$ cat src/rtl/clock_alarm_pkg.sv
// Shared types and default sizing for the clock-loss alarm controller.
// Optional event counter is enabled by defining CLOCK_ALARM_CNT_EN.
package clock_alarm_pkg;

    localparam int DEF_SYNC_STAGES = 2;
    localparam int DEF_FILT_W      = 8;
    localparam int DEF_CNT_W       = 16;

    typedef enum logic [1:0] {
        NORMAL      = 2'd0,
        ASSERT_PEND = 2'd1,
        ALARM       = 2'd2,
        CLEAR_PEND  = 2'd3
    } alarm_state_e;

endpackage

$ cat src/rtl/clock_alarm_sync.sv
// Multi-flop single-bit synchroniser into the management clock domain.
// Flops reset to 0 so a stale loss flag never survives reset.
module clock_alarm_sync
    import clock_alarm_pkg::*;
#(
    parameter int STAGES = DEF_SYNC_STAGES
) (
    input  logic I_clock,
    input  logic I_reset_n,
    input  logic I_d,
    output logic O_q
);

    logic [STAGES-1:0] sync_q;

    always_ff @(posedge I_clock or negedge I_reset_n) begin
        if (!I_reset_n) begin
            sync_q <= '0;
        end else begin
            sync_q <= {sync_q[STAGES-2:0], I_d};
        end
    end

    assign O_q = sync_q[STAGES-1];

endmodule

$ cat src/rtl/clock_alarm_ctrl.sv
// Clock-loss alarm: synchronise, persistence-filter, sticky + interrupt.
// Define CLOCK_ALARM_CNT_EN to build the saturating loss event counter.
module clock_alarm_ctrl
    import clock_alarm_pkg::*;
#(
    parameter int SYNC_STAGES = DEF_SYNC_STAGES,
    parameter int FILT_W      = DEF_FILT_W,
    parameter int CNT_W       = DEF_CNT_W
) (
    input  logic              I_clock,
    input  logic              I_reset_n,
    input  logic              I_clock_lose,
    input  logic [FILT_W-1:0] I_filt_len,
    input  logic              I_alarm_clr,
    input  logic              I_cnt_clr,
    input  logic              I_int_mask,
    output logic              O_alarm_state,
    output logic              O_alarm_sticky,
    output logic              O_int,
    output logic [CNT_W-1:0]  O_lose_cnt
);

    localparam logic [1:0] S_NORMAL      = NORMAL;
    localparam logic [1:0] S_ASSERT_PEND = ASSERT_PEND;
    localparam logic [1:0] S_ALARM       = ALARM;
    localparam logic [1:0] S_CLEAR_PEND  = CLEAR_PEND;

    logic              lose_s;
    logic [1:0]        state_q;
    logic [1:0]        state_d;
    logic [FILT_W-1:0] fcnt_q;
    logic              window_done;
    logic              loss_event;
    logic              sticky_q;
    logic              int_q;

    clock_alarm_sync #(
        .STAGES (SYNC_STAGES)
    ) u_lose_sync (
        .I_clock   (I_clock),
        .I_reset_n (I_reset_n),
        .I_d       (I_clock_lose),
        .O_q       (lose_s)
    );

    // Window length is read live so a reprogram applies without restart.
    assign window_done = (fcnt_q >= I_filt_len);

    always_comb begin
        state_d = state_q;
        unique case (state_q)
            S_NORMAL: begin
                if (lose_s) state_d = S_ASSERT_PEND;
            end
            S_ASSERT_PEND: begin
                if (!lose_s)          state_d = S_NORMAL;
                else if (window_done) state_d = S_ALARM;
            end
            S_ALARM: begin
                if (!lose_s) state_d = S_CLEAR_PEND;
            end
            S_CLEAR_PEND: begin
                if (lose_s)           state_d = S_ALARM;
                else if (window_done) state_d = S_NORMAL;
            end
            default: state_d = S_NORMAL;
        endcase
    end

    assign loss_event = (state_q == S_ASSERT_PEND) &&
                        (state_d == S_ALARM);

    always_ff @(posedge I_clock or negedge I_reset_n) begin
        if (!I_reset_n) begin
            state_q <= S_NORMAL;
            fcnt_q  <= '0;
        end else begin
            state_q <= state_d;
            if (state_d != state_q) begin
                fcnt_q <= '0;
            end else if (fcnt_q != {FILT_W{1'b1}}) begin
                fcnt_q <= fcnt_q + FILT_W'(1);
            end
        end
    end

    // A new event wins over a clear arriving on the same edge.
    always_ff @(posedge I_clock or negedge I_reset_n) begin
        if (!I_reset_n) begin
            sticky_q <= 1'b0;
            int_q    <= 1'b0;
        end else begin
            if (loss_event) begin
                sticky_q <= 1'b1;
            end else if (I_alarm_clr) begin
                sticky_q <= 1'b0;
            end
            int_q <= sticky_q & ~I_int_mask;
        end
    end

`ifdef CLOCK_ALARM_CNT_EN
    logic [CNT_W-1:0] cnt_q;

    always_ff @(posedge I_clock or negedge I_reset_n) begin
        if (!I_reset_n) begin
            cnt_q <= '0;
        end else if (loss_event) begin
            if (I_cnt_clr) begin
                cnt_q <= CNT_W'(1);
            end else if (cnt_q != {CNT_W{1'b1}}) begin
                cnt_q <= cnt_q + CNT_W'(1);
            end
        end else if (I_cnt_clr) begin
            cnt_q <= '0;
        end
    end

    assign O_lose_cnt = cnt_q;
`else
    logic unused_cnt_clr;

    assign unused_cnt_clr = I_cnt_clr;
    assign O_lose_cnt     = '0;
`endif

    assign O_alarm_state  = (state_q == S_ALARM) ||
                            (state_q == S_CLEAR_PEND);
    assign O_alarm_sticky = sticky_q;
    assign O_int          = int_q;

endmodule

$ cat config.mk
export PLATFORM = sky130hd
export DESIGN_NAME = clock_alarm_ctrl
export DESIGN_NICKNAME = d
export VERILOG_FILES = /design/src/rtl/clock_alarm_pkg.sv /design/src/rtl/clock_alarm_sync.sv /design/src/rtl/clock_alarm_ctrl.sv
export SDC_FILE = /design/constraint.sdc
export NUM_CORES = 1
export LEC_CHECK = 0
export CORE_MARGIN = 2
export CORE_UTILIZATION = 47
export CTS_CLUSTER_DIAMETER = 100
export DETAILED_ROUTE_END_ITERATION = 7
export PLACE_DENSITY = 0.83
export SLEW_MARGIN = 5
export SYNTH_ARGS = -nofsm -noshare
export SYNTH_HDL_FRONTEND = slang
export SYNTH_SLANG_ARGS = --single-unit
export TNS_END_PERCENT = 30
$ cat constraint.sdc
create_clock -name I_clock -period 4.5 [get_ports I_clock]
set_clock_uncertainty 0.2 [all_clocks]
set_input_delay 0.9 -clock I_clock [delete_from_list [all_inputs] [get_ports I_clock]]
set_output_delay 0.9 -clock I_clock [all_outputs]
set_load 0.02 [all_outputs]
Yosys cells after proc, flatten, opt, wreduce, memory -nomap -nowiden
Cells that the tools add are included.
W data, S select, Z words.
{ "classes": {"n_reduce_logical": 5, "n_mux": 11, "n_addsub": 1, "bitwise": 2, "n_lt_le_gt_ge": 1, "eq_ne": 6} }
{ "ops": {"columns": ["op", "n"], "rows": [
  ["$mux W8", 2],
  ["$mux W2", 6],
  ["$add A8 B1 Y8 const B", 1],
  ["$ge A8 B8 Y1", 1],
  ["$ne A8 B8 Y1 const B", 1],
  ["$pmux W2 S4", 1],
  ["$eq A2 B2 Y1 const B", 3],
  ["$reduce_bool A2 Y1", 2],
  ["$eq A2 B1 Y1 const B", 1],
  ["$logic_not A2 Y1", 1],
  ["$mux W1", 2],
  ["$ne A2 B2 Y1", 1],
  ["$and A1 B1 Y1", 1],
  ["$logic_and A1 B1 Y1", 1],
  ["$logic_or A1 B1 Y1", 1],
  ["$not A1 Y1", 1]
]} }
{ "totals": {"ff_bits": 14, "out_inout_bits": 19, "elab_cells": 31, "input_bits": 14} }

Logic depth before layout (Yosys ltp)
Gate-level depths: netlist of run 1.
{ "logic_depth": {"depth_word": 7, "depth_mapped": 7, "depth_no_buf": 7} }

Hierarchy
Synthesis of run 1 repeated with hierarchy kept, for this count alone.
{ "unflattened": {"cells_unflattened": 101, "area_unflattened_um2": 953.4} }
{ "by_module_without_submodules": {"columns": ["module", "seq_area_each_um2", "instances", "area_per_inst_um2", "cells_each"], "rows": [
  ["clock_alarm_ctrl", 300.3, 1, 903.4, 99],
  ["clock_alarm_sync", 50.0, 1, 50.0, 2]
]} }

Worst setup path before layout of run 1
No wires, ideal clock.
{ "synth_timing": {"path_type": "input -> register", "startpoint": "in I_filt_len[0]", "endpoint": "reg state_q[1]", "cell_stages": 6, "path_slack_ps": 1877, "required_ps": 4175, "setup_ps": 125, "path_buffers": 0, "t_arrival_ps": 2298, "cell_sequence": "ha_1 -> nand2b_1 -> a2111oi_2 -> o221a_2 -> nand2b_4 -> mux2_4"} }
{ "synth_between": {"elab_chain_cells": 4, "elab_cells_between_ends": 6, "cone_classes": "order compare: 1; mux: 5"} }
{ "synth_rtl": {"columns": ["item", "line_no", "text"], "rows": [
  ["start, declared", "clock_alarm_ctrl.sv:13", "input logic [FILT_W-1:0] I_filt_len,"],
  ["$ge A8 B8 Y1 (*)", "clock_alarm_ctrl.sv:47", "assign window_done = (fcnt_q >= I_filt_len);"],
  ["$mux W2 (on tied branches)", "clock_alarm_ctrl.sv:64, clock_alarm_ctrl.sv:57", null],
  ["$mux W2 (on tied branches)", "clock_alarm_ctrl.sv:63, clock_alarm_ctrl.sv:56", null],
  ["$pmux W2 S4 (*)", "clock_alarm_ctrl.sv:51", "unique case (state_q)"],
  ["named net state_d[1]", "clock_alarm_ctrl.sv:30", "logic [1:0] state_d;"],
  ["end signal, assigned", "clock_alarm_ctrl.sv:78", "state_q <= state_d;"],
  ["end, declared", "clock_alarm_ctrl.sv:29", "logic [1:0] state_q;"]
]} }
The timed path passes the listed nets; every way through them passes the cells marked *.
A chain may end at the register's enable or synchronous reset.

Worst setup path after layout of run 1
Same ends and word-level chain as after synthesis.

==> results of run 1 <==
[where the power goes]
part / switching [mW] / total (mW) / internal (mW) / leakage [nW]
logic: 0.0520 / 0.0986 / 0.0467 / 0.343
registers: 0.0205 / 0.160 / 0.140 / 0.186
clock network: 0.0407 / 0.0899 / 0.0492 / 0.0210
total: 0.113 / 0.349 / 0.236 / 0.550
[layout make-up]
class                      instances  area, µm²
clock buffer                       4       36.3
timing repair buffer              15        150
inverter                          11       41.3
fill                             175        828
multi-input combinational         74        482
tap                               27       33.8
sequential                        14        350
[final timing paths]
check	to	slack (ns)	cells past startpoint
max in group asynchronous	u_lose_sync.sync_q[1]	2.92	1
min	u_lose_sync.sync_q[1]	0.15	0
max reg2reg	state_q[1]	2.20	7
max	state_q[1]	1.67	7
min in group asynchronous	state_q[0]	0.79	1
min reg2reg	u_lose_sync.sync_q[1]	0.15	0
[cell usage in the layout, fill, tap and decap left out, drive strengths merged]
cell type	count
conb	16
clkdlybuf4s50	15
dfrtp	14
inv	11
nor2	10
ha	9
nand2	5
nand3	5
o21ai	4
clkbuf	4
and3	3
a21oi	3
xor2	2
and2	2
mux2i	2
nand2b	2
a2111oi	1
a211o	1
o221a	1
mux2	1
nand3b	1
nand4	1
xnor2	1
o32ai	1
nor3b	1
a31oi	1
nor3	1
[stage by stage]
stage | hold slack (ns) | instance area, µm² | power, mW | cells | utilization
floorplan | 0.131 | 997 | 0.240 | 116 | -
global placement | 0.133 | 1060 | 0.254 | 141 | 0.550
detailed placement | 0.137 | 1060 | 0.263 | 141 | 0.550
CTS | 0.156 | 1090 | 0.354 | 145 | 0.569
global route | 0.190 | 1090 | 0.375 | 145 | 0.569
finish | 0.152 | 1090 | 0.349 | 145 | 0.569
[sequential cells by signal, summed over array words and instances (netlist names)]
register / cells
O_alarm_sticky: 1
fcnt_q: 8
state_q: 2
u_lose_sync.sync_q: 2
O_int: 1
[layer usage]
layer / vias up / track usage / part of all wire
li1: 338 / - / -
met1: 329 / 0.138 / 0.37
met2: 21 / 0.281 / 0.57
met3: 4 / 0.0463 / 0.039
met4: 0 / 0.110 / 0.022
met5: - / 0 / 0
[kinds of logic after synthesis]
| kind of cell | synth area share |
|---|---|
| fa+ha+maj | 0.120 |
| xor+xnor | 0.0279 |
| mux | 0.0372 |
| compound gates | 0.0944 |
| other cells | 0.00399 |
| flops | 0.372 |
| buf+inv | 0.176 |
| simple gates | 0.169 |
==> impl_metrics.toml, run 1 <==
[clocking]
clk_latency_ns = 0.28
cts.repair.resized = 0
postCtsHoldBufs = 0
clk_path_buf_depth = 2
cts_buffers = 3
clk_pin_slew_ns = 0.08
postCtsSetupRepairBufs = 0
cts.sink_count = 14
cts_tree = "yes"
cts_root_buf = "clkbuf_4"
htree_levels = 1

[setup_path]
critPathRequiredTime_ns = 4.47
r2r-start = "fcnt_q[0]"
crit_path_end_kind = "flip-flop"
crit_path_cell_trace = "clkdlybuf4s50_1, ha_1, nand2b_1, a2111oi_2, o221a_2, nand2b_4, mux2_4"
crit_buf_inv = 1
worst_ep_arrival_time_ns = 2.80
crit_type = "in -> reg"
path_delay_family = "compound AO/OA/AOI/OAI gates"
crit_path_start = "I_filt_len[0]"
critPathMaxStageDelay_ns = 0.40
critPathLaunchType = "input pin"
critPathSlowestCell = "clkdlybuf4s50_1"
cp_max_fo = 3

[cells_and_area]
fin_nets = 142
syn2layout_area_growth_pct = 16.2
drive_gt1_frac = 0.0763
num_antenna_cells = 0

[route]
wl_per_cell_um = 11.1
drt_iter0_drc = 6
vias = 692
routed_wl_mm = 1.62
vias_per_cell = 4.77
antenna_left = 0
drt_pass1_iterations = 4
drc = 0

[global_route]
grt_overflow = 0
grt_pass1_wl_mm = 2.71
grt_usage = 0.152
grt_pass1_vias = 675
grt_start_max_net_pins = 15
antenna_found_initial = 0

[synth]
synth_edf_count = 0
synth_ff_type = "dfrtp_1"
synthTopCellsByCount = "16 x buf_4, 14 x dfrtp_1, 11 x inv_1"
syn_area_per_cell_um2 = 9.32
yosysUniqueCellTypes = 30
async_flop_share = 1.00
ys_warn_count = 0
yosysTopAreaCell = "dfrtp_1"
synth_area_um2 = 941
yosys.area.top_type_share = 0.372
synth_cells = 101
ys_seq_area_frac = 0.372
ys_ff_latch = 14
synth.most_common_cell = "buf_4"
synth.area.top_cells = "dfrtp_1 37%, buf_4 13%, ha_1 12%, inv_1 4.4%, nor2_1 4.0%"

[timing]
fin_crit_sh = 0.630
max_slew.worst_pin.slew_ns = 0.594
finalSetupViolations = 0
fmaxAchievable_mhz = 353
final-max-slew-violation-count = 0
rsz0062_at_grt = "false"
min_period_ns = 2.83
worst_slack_ns = 1.67
final-hold-violation-count = 0
max_slew_margin = 0.603
tns_ns = 0

[hold_path]
min_from = "u_lose_sync.sync_q[0]"
min_path_type = "reg -> reg"

[floorplanning]
core_um2 = 1920
die_area_um2 = 2380
num_rows = 16
start_util = 0.490
ios = 33
die_y_um = 48.7
fp.dieW_um = 48.7

[job]
max-cap-violations = 0

[pwr]
cellLeakagePower_nw = 0.550
power_density_nw_per_um2 = 319
ir_worst_vdd_v = 0.000178

[run_status]
status = "finished, final reports clean"

[placed_design]
port_buffers = 15
dp_slack_ns = 1.35
gp_congestion = 0.773
dp_hpwl_mm = 1.36
No activity file was read; power rests on OpenSTA's default activity.
==> inputs of run 2 (changes only) <==
--- a/config.mk
+++ b/config.mk
@@ -6,10 +6,10 @@
 export NUM_CORES = 1
 export LEC_CHECK = 0
 export CORE_MARGIN = 2
-export CORE_UTILIZATION = 47
+export CORE_UTILIZATION = 44
 export CTS_CLUSTER_DIAMETER = 100
 export DETAILED_ROUTE_END_ITERATION = 7
-export PLACE_DENSITY = 0.83
+export PLACE_DENSITY = 0.78
 export SLEW_MARGIN = 5
 export SYNTH_ARGS = -nofsm -noshare
 export SYNTH_HDL_FRONTEND = slang
==> constraint.sdc (replaced) <==
create_clock -name I_clock -period 2.95 [get_ports I_clock]
set_clock_uncertainty 0.2 [all_clocks]
set_input_delay 0.59 -clock I_clock [delete_from_list [all_inputs] [get_ports I_clock]]
set_output_delay 0.59 -clock I_clock [all_outputs]
set_load 0.02 [all_outputs]
==> run 2 against run 1 <==
Effect of this change:
- hold slack got worse by 0.0010 ns
- wire length fell by 8.5%
- clock power rose by 49%
- die area rose by 6.2%
- sequential share of layout area did not move
- worst setup slack got worse by 1.3 ns
- global-route usage fell by 1.6 points
- power rose by 51%
==> impl_metrics.toml, run 2 (synthesis gave the netlist of run 1 again) <==
[cells_and_area]
regArea_um2 = 350
reg_top3 = "fcnt_q x8, state_q x2, u_lose_sync.sync_q x2"
syn2layout_area_growth_pct = 16.2
final_common_cell = "conb_1"
largest-register = "fcnt_q"
mostFrequentLayoutCells = "16 x conb_1, 15 x clkdlybuf4s50_1, 14 x dfrtp_1, 11 x inv_1, 10 x nor2_1"
num_antenna_cells = 0
drive_gt1_frac = 0.0763
multi_input_area_um2 = 482
final_area_um2 = 1090
nFillCells = 179
largest_reg_flops = 8
fin_nets = 142

[pwr]
cellLeakagePower_nw = 0.550
ir_worst_vdd_v = 0.000359
power_density_nw_per_um2 = 480

[placed_design]
dp_slack_ns = 0.0982
port_buffers = 15
gp_congestion = 0.787
dp_hpwl_mm = 1.24
place_area_um2 = 1060

[floorplanning]
die_y_um = 50.2
core_um2 = 1980
num_rows = 16
start_util = 0.475
fp.dieW_um = 50.2
ios = 33
die_area_um2 = 2520

[route]
drc = 0
routed_wl_mm = 1.48
vias = 671
drt_pass1_iterations = 2
antenna_left = 0
vias_per_cell = 4.63
wl_per_cell_um = 10.2
drt_iter0_drc = 4

[setup_path]
cp_max_fo = 3
critPathRequiredTime_ns = 2.92
r2r_cells = 7
r2r_end = "state_q[1]"
worst_ep_arrival_time_ns = 2.51
crit_path_end_kind = "flip-flop"
ff2ff_setup_slack_ns = 0.65
critPathLaunchType = "input pin"
crit_path_start = "I_filt_len[0]"
cp-endpoint = "state_q[1]"
r2r-start = "fcnt_q[0]"
crit_type = "in -> reg"

[timing]
final-max-slew-violation-count = 0
rsz0062_at_grt = "false"
tns_ns = 0
fmaxAchievable_mhz = 394
max_slew.worst_pin.slew_ns = 0.595
fin_crit_sh = 0.861
max_slew_margin = 0.602
finalSetupViolations = 0
holdWs_ns = 0.151
min_period_ns = 2.54
final-hold-violation-count = 0
worst_slack_ns = 0.410

[hold_path]
min_from = "u_lose_sync.sync_q[0]"
min_path_type = "reg -> reg"

[job]
max-cap-violations = 0

[clocking]
cts_buffers = 3
cts_tree = "yes"
clk_path_buf_depth = 2
cts_root_buf = "clkbuf_4"
clk_latency_ns = 0.28
cts.repair.resized = 0
htree_levels = 1
clk_pin_slew_ns = 0.08
postCtsHoldBufs = 0
cts.sink_count = 14
postCtsSetupRepairBufs = 0

[global_route]
grt_overflow = 0
grt_start_max_net_pins = 15
grt_usage = 0.137
antenna_found_initial = 0
grt_pass1_wl_mm = 2.62
grt_pass1_vias = 664

[run_status]
status = "finished, final reports clean"
-- run 2: cell counts in the layout (fill, tap and decap cells not counted) --
No cell type changed its count.
-- run 2: layout make-up --
| cell class | count | area share |
|---|---|---|
| timing repair buffer | 15 | 0.137 |
| inverter | 11 | 0.0378 |
| tap | 27 | 0.0309 |
| clock buffer | 4 | 0.0332 |
| sequential | 14 | 0.320 |
| multi-input combinational | 74 | 0.441 |
-- run 2: worst min path at each step --
stage	end	slack [ns]	depth (start not counted)
finish	u_lose_sync.sync_q[1]	0.15	0
global route	u_lose_sync.sync_q[1]	0.17	0
CTS	u_lose_sync.sync_q[1]	0.15	0
detailed placement	u_lose_sync.sync_q[1]	0.13	0
global placement	u_lose_sync.sync_q[1]	0.13	0
floorplan	O_alarm_sticky	0.09	0
-- run 2: routing by layer --
| layer | GRT usage | wire length, µm | part of all wire | up-vias |
|---|---|---|---|---|
| met2 | 0.261 | 798 | 0.54 | 18 |
| li1 | - | - | - | 340 |
| met3 | 0.0387 | 61 | 0.041 | 4 |
| met5 | 0 | 0 | 0 | - |
| met1 | 0.141 | 595 | 0.40 | 309 |
| met4 | 0.0417 | 23 | 0.016 | 0 |
-- run 2: worst max-delay path, cell delays in order --
cell and delay [ns]:
clkdlybuf4s50_1 0.40, ha_1 0.28, nand2b_1 0.15, a2111oi_2 0.36, o221a_2 0.28, nand2b_4 0.14
mux2_4 0.30
-- run 2: report_power, final --
| group | leakage (nW) | switching [mW] | total, mW | internal (mW) |
|---|---|---|---|---|
| clock network | 0.0210 | 0.0588 | 0.134 | 0.0750 |
| registers | 0.186 | 0.0295 | 0.243 | 0.213 |
| logic | 0.343 | 0.0785 | 0.149 | 0.0702 |
| total | 0.550 | 0.167 | 0.525 | 0.358 |
-- run 2: stage by stage --
| stage | power (mW) | util | cells |
|---|---|---|---|
| detailed placement | 0.397 | 0.533 | 141 |
| CTS | 0.532 | 0.552 | 145 |
| floorplan | 0.366 | - | 116 |
| global placement | 0.388 | 0.533 | 141 |
| finish | 0.525 | 0.552 | 145 |
| global route | 0.561 | 0.552 | 145 |
==> inputs of run 3 (changes only) <==
--- a/config.mk
+++ b/config.mk
@@ -9,6 +9,7 @@
 export CORE_UTILIZATION = 44
 export CTS_CLUSTER_DIAMETER = 100
 export DETAILED_ROUTE_END_ITERATION = 7
+export GPL_TIMING_DRIVEN = 0
 export PLACE_DENSITY = 0.78
 export SLEW_MARGIN = 5
 export SYNTH_ARGS = -nofsm -noshare
==> run 3 against run 2 <==
Effect of this change:
- flip-flop and latch count is the same
- power up 4.8%
- count of clock-buffer cells in the layout stayed put
- register-to-register slack better by 0.02 ns
- first-iteration DRC count rose by 50%
- clock power is 5% higher
- sequential share of layout area decreased by 3.3 points
==> impl_metrics.toml, run 3 (synthesis gave the netlist of run 1 again) <==
[route]
drt_pass1_iterations = 4
drt_iter0_drc = 6
antenna_left = 0
drc = 0
routed_wl_mm = 1.55
wl_per_cell_um = 9.55
vias_per_cell = 4.40
vias = 713

[global_route]
grt_overflow = 0
grt_start_max_net_pins = 15
grt_pass1_wl_mm = 2.72
antenna_found_initial = 0
grt_usage = 0.148
grt_pass1_vias = 656

[clocking]
clk_pin_slew_ns = 0.09
cts_buffers = 3
clk_latency_ns = 0.29
cts_tree = "yes"
htree_levels = 1
cts.sink_count = 14
clk_path_buf_depth = 2
postCtsSetupRepairBufs = 0
cts.repair.resized = 0
cts_root_buf = "clkbuf_4"
postCtsHoldBufs = 0

[timing]
finalSetupViolations = 0
final-max-slew-violation-count = 0
fin_crit_sh = 0.850
rsz0062_at_grt = "false"
holdWs_ns = 0.152
max_slew.worst_pin.slew_ns = 0.596
tns_ns = 0
max_slew_margin = 0.602
fmaxAchievable_mhz = 399
min_period_ns = 2.51
final-hold-violation-count = 0

[setup_path]
critPathSlowestCell = "clkdlybuf4s50_1"
critPathLaunchType = "input pin"
cp_max_fo = 3
crit_buf_inv = 1
crit_path_end_kind = "flip-flop"
path_delay_family = "compound AO/OA/AOI/OAI gates"
worst_ep_arrival_time_ns = 2.49
critPathMaxStageDelay_ns = 0.40
critPathRequiredTime_ns = 2.93
crit_path_cell_trace = "clkdlybuf4s50_1, ha_1, nand2b_1, a2111oi_2, o221a_2, nand2b_4, mux2_4"
crit_type = "in -> reg"

[floorplanning]
fp.dieW_um = 50.2
die_y_um = 50.2
core_um2 = 1980
die_area_um2 = 2520
start_util = 0.475
num_rows = 16
ios = 33

[pwr]
cellLeakagePower_nw = 0.639
ir_worst_vdd_v = 0.000335
power_mw = 0.550
power_density_nw_per_um2 = 452

[placed_design]
port_buffers = 15
gp_congestion = 0.779
dp_hpwl_mm = 1.26

[cells_and_area]
fin_nets = 159
largest-register = "fcnt_q"
reg_top3 = "fcnt_q x8, state_q x2, u_lose_sync.sync_q x2"
syn2layout_area_growth_pct = 29.4
largest_reg_flops = 8
mostFrequentLayoutCells = "16 x buf_4, 16 x conb_1, 15 x clkdlybuf4s50_1, 14 x dfrtp_1, 11 x inv_1"
nFillCells = 179
num_antenna_cells = 0
drive_gt1_frac = 0.185

[run_status]
status = "finished, final reports clean"

[hold_path]
min_path_type = "reg -> reg"

[job]
max-cap-violations = 0
run 3: cell count changes in the layout (fill, tap and decap cells not counted), sizes merged:
cell / previous run / this run
buf: 0 / 16
clkbuf: 4 / 5
run 3: metal layers:
metal,routed length (µm),vias up,global-route usage
met2,768,27,0.259
met1,638,308,0.156
met3,97,5,0.0446
met4,42,0,0.0833
li1,-,373,-
met5,0,-,0
run 3: per-stage QoR:
stage	instances	utilization	cell area, µm²	setup slack (ns)
floorplan	116	-	997	0.637
global route	162	0.614	1220	0.367
CTS	162	0.614	1220	0.428
detailed placement	158	0.596	1180	0.122
finish	162	0.614	1220	0.443
global placement	158	0.596	1180	0.131
run 3: path summary, 6_finish.rpt:
kind | start | slack (ns) | end | depth (start not counted)
setup / recovery | I_filt_len[0] | 0.44 | state_q[1] | 7
hold / removal | u_lose_sync.sync_q[0] | 0.15 | u_lose_sync.sync_q[1] | 0
setup reg to reg | fcnt_q[0] | 0.67 | state_q[1] | 7
hold reg to reg | u_lose_sync.sync_q[0] | 0.15 | u_lose_sync.sync_q[1] | 0
max in group asynchronous | I_reset_n | 1.69 | fcnt_q[1] | 1
min in group asynchronous | I_reset_n | 0.47 | state_q[1] | 1
run 3: area by class of cell:
cell class,count,area [µm²],area share
buffer,17,124,0.102
inverter,11,41.3,0.0339
tap,27,33.8,0.0277
sequential,14,350,0.288
clock buffer,4,36.3,0.0298
multi-input combinational,74,482,0.396
timing repair buffer,15,150,0.123
run 3: power breakdown:
| group | switching, mW | leakage (nW) | internal [mW] |
|---|---|---|---|
| Sequential | 0.0287 | 0.186 | 0.213 |
| Combinational | 0.0816 | 0.432 | 0.0853 |
| Clock | 0.0660 | 0.0210 | 0.0753 |
| Total | 0.176 | 0.639 | 0.374 |
run 3: worst register-to-register path, delay by kind of cell, from the launching register on:
family	cells	cell delay (ns)
buffers and inverters	1	0.07
adders and majority gates	1	0.26
AOI/OAI and AO/OA	2	0.64
muxes	1	0.29
and+or+nand+nor	2	0.29
DFF	1	0.43
==> patch 1, RTL diff (flow settings as in run 2) <==
Set the package constant `DEF_CNT_W` to 20 (it was 16).
--- a/src/rtl/clock_alarm_pkg.sv
+++ b/src/rtl/clock_alarm_pkg.sv
@@ -5,5 +5,5 @@
     localparam int DEF_SYNC_STAGES = 2;
     localparam int DEF_FILT_W      = 8;
-    localparam int DEF_CNT_W       = 16;
+    localparam int DEF_CNT_W       = 20;
 
     typedef enum logic [1:0] {
Ports: changed (resized O_lose_cnt); port bits go from 33 to 37. The function was not compared with the original's and may differ.
==> patch 1 against run 2 <==
Core utilization decreased by 3.5 points; synthesized area grew 3.2%; hold slack improved by 3.0 ps; cell count up 3.4%; design area increased by 1.5%; die area grew 2.9%; sequential cell count unchanged; routed wire length up 11%; non-clock buffer count unchanged; total power rose by 3.5%; worst setup slack lost 11 ps; critical path depth unchanged; fmax is 0.44% lower; critical path type unchanged; largest cell class unchanged; largest power group unchanged; highest routed layer unchanged.
==> patch 1: results (changes against run 2) <==
- Setup crit start: I_filt_len[0]
- Post-synthesis cell type count: 30 (unchanged)
- Filler Cell Count: 200 (+12%)
- Worst vdd ir: 0.000214 V (-40%)
- Vias in the first global route: 705 (+6.2%)
- Top Family by Delay on Critical Path: compound AO/OA/AOI/OAI gates
- DP HPWL: 1.30 mm (+5.3%)
- P_int: 360 uW (+0.38%)
- GP Congestion: 0.769 (-2.3%)
- Combinational power: 156 uW (+5%)
- Synth top area cells: dfrtp_1 36%, buf_4 15%, ha_1 12%, inv_1 4.3%, nor2_1 3.9%
- Drt pass-1 iters: 3 (+1)
- Share of cells above drive strength 1: 0.0738 (-0.00250)
- Drt initial violations: 5 (+1)
- GRT Total Usage: 0.150 (+0.0135)
- Run status: complete, no violations
- Relative slew slack: 0.576 (-0.0260)
- DR vias/cell: 4.69 (+1.4%)
- Critical-path top delay cell: clkdlybuf4s50_1
- Clock Latency Late Sink: 300 ps (+20 ps)
- CTS Buf Count: 3 (unchanged)
- Ant. Diodes: 0 (unchanged)
- Synth Area in Adders: 0.116 (-0.00370)
- Post-synthesis compound-gate area fraction: 0.0915 (-0.00292)
- Pleak: 0.000563 uW (+2.4%)
- Post-synthesis sequential area ratio: 0.361 (-0.0115)
- Initial antenna violation count: 0 (unchanged)
- Seq group: 243 uW (about the same)
- Worst-path clk slew: 80 ps (about the same)
- Port Buffer Count: 15 (unchanged)
- Root Driver: clkbuf_4
- Post-layout nets: 146 (+2.8%)
- H-tree depth: 1 (unchanged)
- First-pass GRT wire length: 2.84 mm (+8.4%)
- Post-synthesis mux area share: 0.0361 (-0.00115)
- Synth Area in XOR/XNOR: 0.0271 (-0.000864)
- Regs by FF count: fcnt_q: 8 flops, state_q: 2 flops, u_lose_sync.sync_q: 2 flops
- Clk buf depth: 2 (unchanged)
- Setup bufs post-CTS: 0 (unchanged)
- Top cells by count, synth: 20 x buf_4, 14 x dfrtp_1, 11 x inv_1
- WP data arrival: 2530 ps (+20 ps)
- Routed wire length: 1.64 mm (+11%)
## patch 1: changes by cell type in the layout (fill, tap and decap cells not counted)
cell,delta
conb_1,+4
## patch 1: logic make-up after synthesis
group                    count (synthesis)
AO/OA/AOI/OAI                           12
XOR/XNOR                                 3
adder cells (fa/ha/maj)                  9
buffers and inverters                   32
flip-flops                              14
multiplexers                             3
other                                    1
AND/OR/NAND/NOR                         31
## patch 1: final cells by class
type | count | share of cell area
Multi-Input combinational cell | 78 | 0.448
Sequential cell | 14 | 0.316
Timing Repair Buffer | 15 | 0.135
Inverter | 11 | 0.0372
Clock buffer | 4 | 0.0327
Tap cell | 28 | 0.0316
## patch 1: final timing paths
check	to	slack [ps]	cells past startpoint
worst max-delay path	state_q[1]$_DFF_PN0_	400	7
worst min-delay path	u_lose_sync.sync_q[1]$_DFF_PN0_	150	0
worst max register to register	state_q[1]$_DFF_PN0_	610	7
worst min register to register	u_lose_sync.sync_q[1]$_DFF_PN0_	150	0
max in group asynchronous	fcnt_q[0]$_DFFE_PN0P_	1650	1
min in group asynchronous	fcnt_q[1]$_DFFE_PN0P_	470	1
## patch 1: through the flow
| step | instance area [um^2] | total power [uW] | setup slack [ps] | hold slack [ps] | std cells |
|---|---|---|---|---|---|
| 2_1_floorplan | 1040 | 374 | 637 | 94.4 | 124 |
| 3_3_place_gp | 1070 | 392 | 131 | 134 | 146 |
| 3_5_place_dp | 1070 | 404 | 97.7 | 138 | 146 |
| 4_1_cts | 1110 | 550 | 406 | 156 | 150 |
| 5_1_grt | 1110 | 581 | 301 | 168 | 150 |
| 6_report | 1110 | 543 | 399 | 154 | 150 |
## patch 1: routing by layer
metal  up-vias  part of all wire  track usage
met3         7             0.045       0.0439
met4         0             0.035        0.104
li1        341                 -            -
met5         -                 0            0
met2        19              0.55        0.275
met1       337              0.37        0.141
==> patch 2, RTL diff (settings of run 2) <==
Made on the original files. Register the output `O_alarm_sticky` once more, without a reset; this adds one clock of latency there. The other outputs are not delayed to match.
--- a/src/rtl/clock_alarm_ctrl.sv
+++ b/src/rtl/clock_alarm_ctrl.sv
@@ -127,5 +127,7 @@
     assign O_alarm_state  = (state_q == S_ALARM) ||
                             (state_q == S_CLEAR_PEND);
-    assign O_alarm_sticky = sticky_q;
+    always_ff @(posedge I_clock) begin
+        O_alarm_sticky <= sticky_q;
+    end
     assign O_int          = int_q;
 
Behaviour: not the same (Yosys sat finds a counterexample within 10 cycles, from zero or initial values and one cycle with I_reset_n low).
==> patch 2 against run 2 <==
Combinational power is essentially flat; via count is 3.3% higher; total power down 2.4%; core utilization decreased by 0.47 points; synthesized cell count increased by 0.99%; sequential cell count is 1 higher; register-to-register slack improved by 60 ps; first-iteration DRC count grew to 2.5 times the old value; worst setup slack improved by 34 ps; synthesized area grew 2.3%; design area increased by 1.1%; routed wire length grew 4.3%; critical endpoint unchanged.
==> patch 2: results (changes against run 2) <==
- Post-layout nets: 143 (+0.70%)
- Via Count: 693 (+3.3%)
- Post-synth EDFFs: 0 (unchanged)
- Relative slew slack: 0.593 (-0.00855)
- DRC: 0 (unchanged)
- Share of cells above drive strength 1: 0.0756 (-0.000641)
- Critical-path top delay cell: clkdlybuf4s50_1
- Root Driver: clkbuf_4
- H-tree depth: 1 (unchanged)
- Post-synthesis sequential area ratio: 0.385 (+0.0126)
- Regs by FF count: fcnt_q: 8 flops, state_q: 2 flops, u_lose_sync.sync_q: 2 flops
- Setup bufs post-CTS: 0 (unchanged)
- Crit path max fanout: 3 (unchanged)
- GRT Total Usage: 0.127 (-0.00930)
- Crit path largest cell delay: 400 ps (about the same)
- Worst vdd ir: 0.000282 V (-22%)
- Post-CTS sizing: 0 (unchanged)
- Port Buffer Count: 15 (unchanged)
- Worst-path clk slew: 90 ps
- Run status: complete, no violations
- Clk buf depth: 2 (unchanged)
- CTS Buf Count: 3 (unchanged)
- Top cells by count, synth: 16 x buf_4, 14 x dfrtp_1, 13 x nor2_1
- Initial antenna violation count: 0 (unchanged)
- Routed wire length: 1.54 mm (+4.3%)
- Filler Cell Count: 200 (+12%)
- Ant. Diodes: 0 (unchanged)
- Synth top area cells: dfrtp_1 36%, buf_4 12%, ha_1 12%, nor2_1 5.1%, inv_1 4.3%
- Asr flop ratio synth: 0.933 (-0.0667)
- Pleak: 0.000541 uW (-1.7%)
- WP data arrival: 2470 ps (-40 ps)
- Largest net degree at the start of global routing: 15 (unchanged)
- Ys Warns: 0 (unchanged)
- Chip width: 50.8 um (+1.0%)
- First-pass GRT wire length: 2.42 mm (-7.4%)
- Clock Latency Late Sink: 280 ps (about the same)
- Worst Hold Class: flop to flop
- Vias in the first global route: 611 (-8.0%)
- Top FF cell, synth: dfrtp_1
- Post-synthesis cell type count: 29 (-3.3%)
- Drt pass-1 iters: 4 (+2)
- DP HPWL: 1.24 mm (+0.55%)
- Drt initial violations: 10 (+6)
- GP Congestion: 0.818 (+3.9%)
## patch 2: through the flow
step	cells	util	cell area, um^2	power [uW]	setup slack, ps
floorplan	117	-	1020	377	637
global placement	142	0.533	1080	399	131
detailed placement	142	0.533	1080	404	133
CTS	146	0.547	1110	520	424
global route	146	0.547	1110	550	322
finish	146	0.547	1110	512	444
## patch 2: power by group
part | internal, uW | switching, uW
logic | 70.0 | 79.3
registers | 227 | 22.4
clock network | 50.3 | 63.6
## patch 2: worst paths after layout
path                                                       from  depth (start not counted)                              end  slack, ps
worst max-delay path                              I_filt_len[0]                          7             state_q[1]$_DFF_PN0_        440
worst min-delay path            u_lose_sync.sync_q[0]$_DFF_PN0_                          0  u_lose_sync.sync_q[1]$_DFF_PN0_        160
worst max register to register            fcnt_q[0]$_DFFE_PN0P_                          7             state_q[1]$_DFF_PN0_        710
worst min register to register  u_lose_sync.sync_q[0]$_DFF_PN0_                          0  u_lose_sync.sync_q[1]$_DFF_PN0_        160
max in group asynchronous                             I_reset_n                          1             state_q[1]$_DFF_PN0_       1670
min in group asynchronous                             I_reset_n                          1             sticky_q$_DFFE_PN0P_        480
## patch 2: cells by family (layout without fill, tap and decap cells)
logic type	after synthesis	after routing	share of synthesized area
AO/OA/AOI/OAI	11	11	0.0910
AND/OR/NAND/NOR	31	31	0.160
flip-flops	15	15	0.385
other	1	16	0.00390
buffers and inverters	28	30	0.172
adder cells (fa/ha/maj)	9	9	0.117
multiplexers	2	2	0.0260
XOR/XNOR	5	5	0.0455
## patch 2: critical path: cells and delay by family
family / cells / cell delay [ps]
buffers and inverters: 1 / 400
muxes: 1 / 290
AOI/OAI and AO/OA: 2 / 620
adders and majority gates: 1 / 280
and+or+nand+nor: 2 / 290
## patch 2: final cells by class
class	count	area, um^2	share of cell area
multi-input cells	74	483	0.437
flip-flops and latches	15	370	0.335
repair buffers	15	150	0.136
inverters	11	41.3	0.0373
well taps	27	33.8	0.0305
clock buffers	3	22.5	0.0204
clock inverters	1	5.00	0.00452
## patch 2: metal layers
| metal | track usage | routed length (um) | vias up |
|---|---|---|---|
| met5 | 0 | 0 | - |
| met4 | 0.0405 | 15 | 0 |
| met3 | 0.0565 | 93 | 2 |
| met2 | 0.224 | 792 | 28 |
| met1 | 0.135 | 641 | 323 |
| li1 | - | - | 340 |
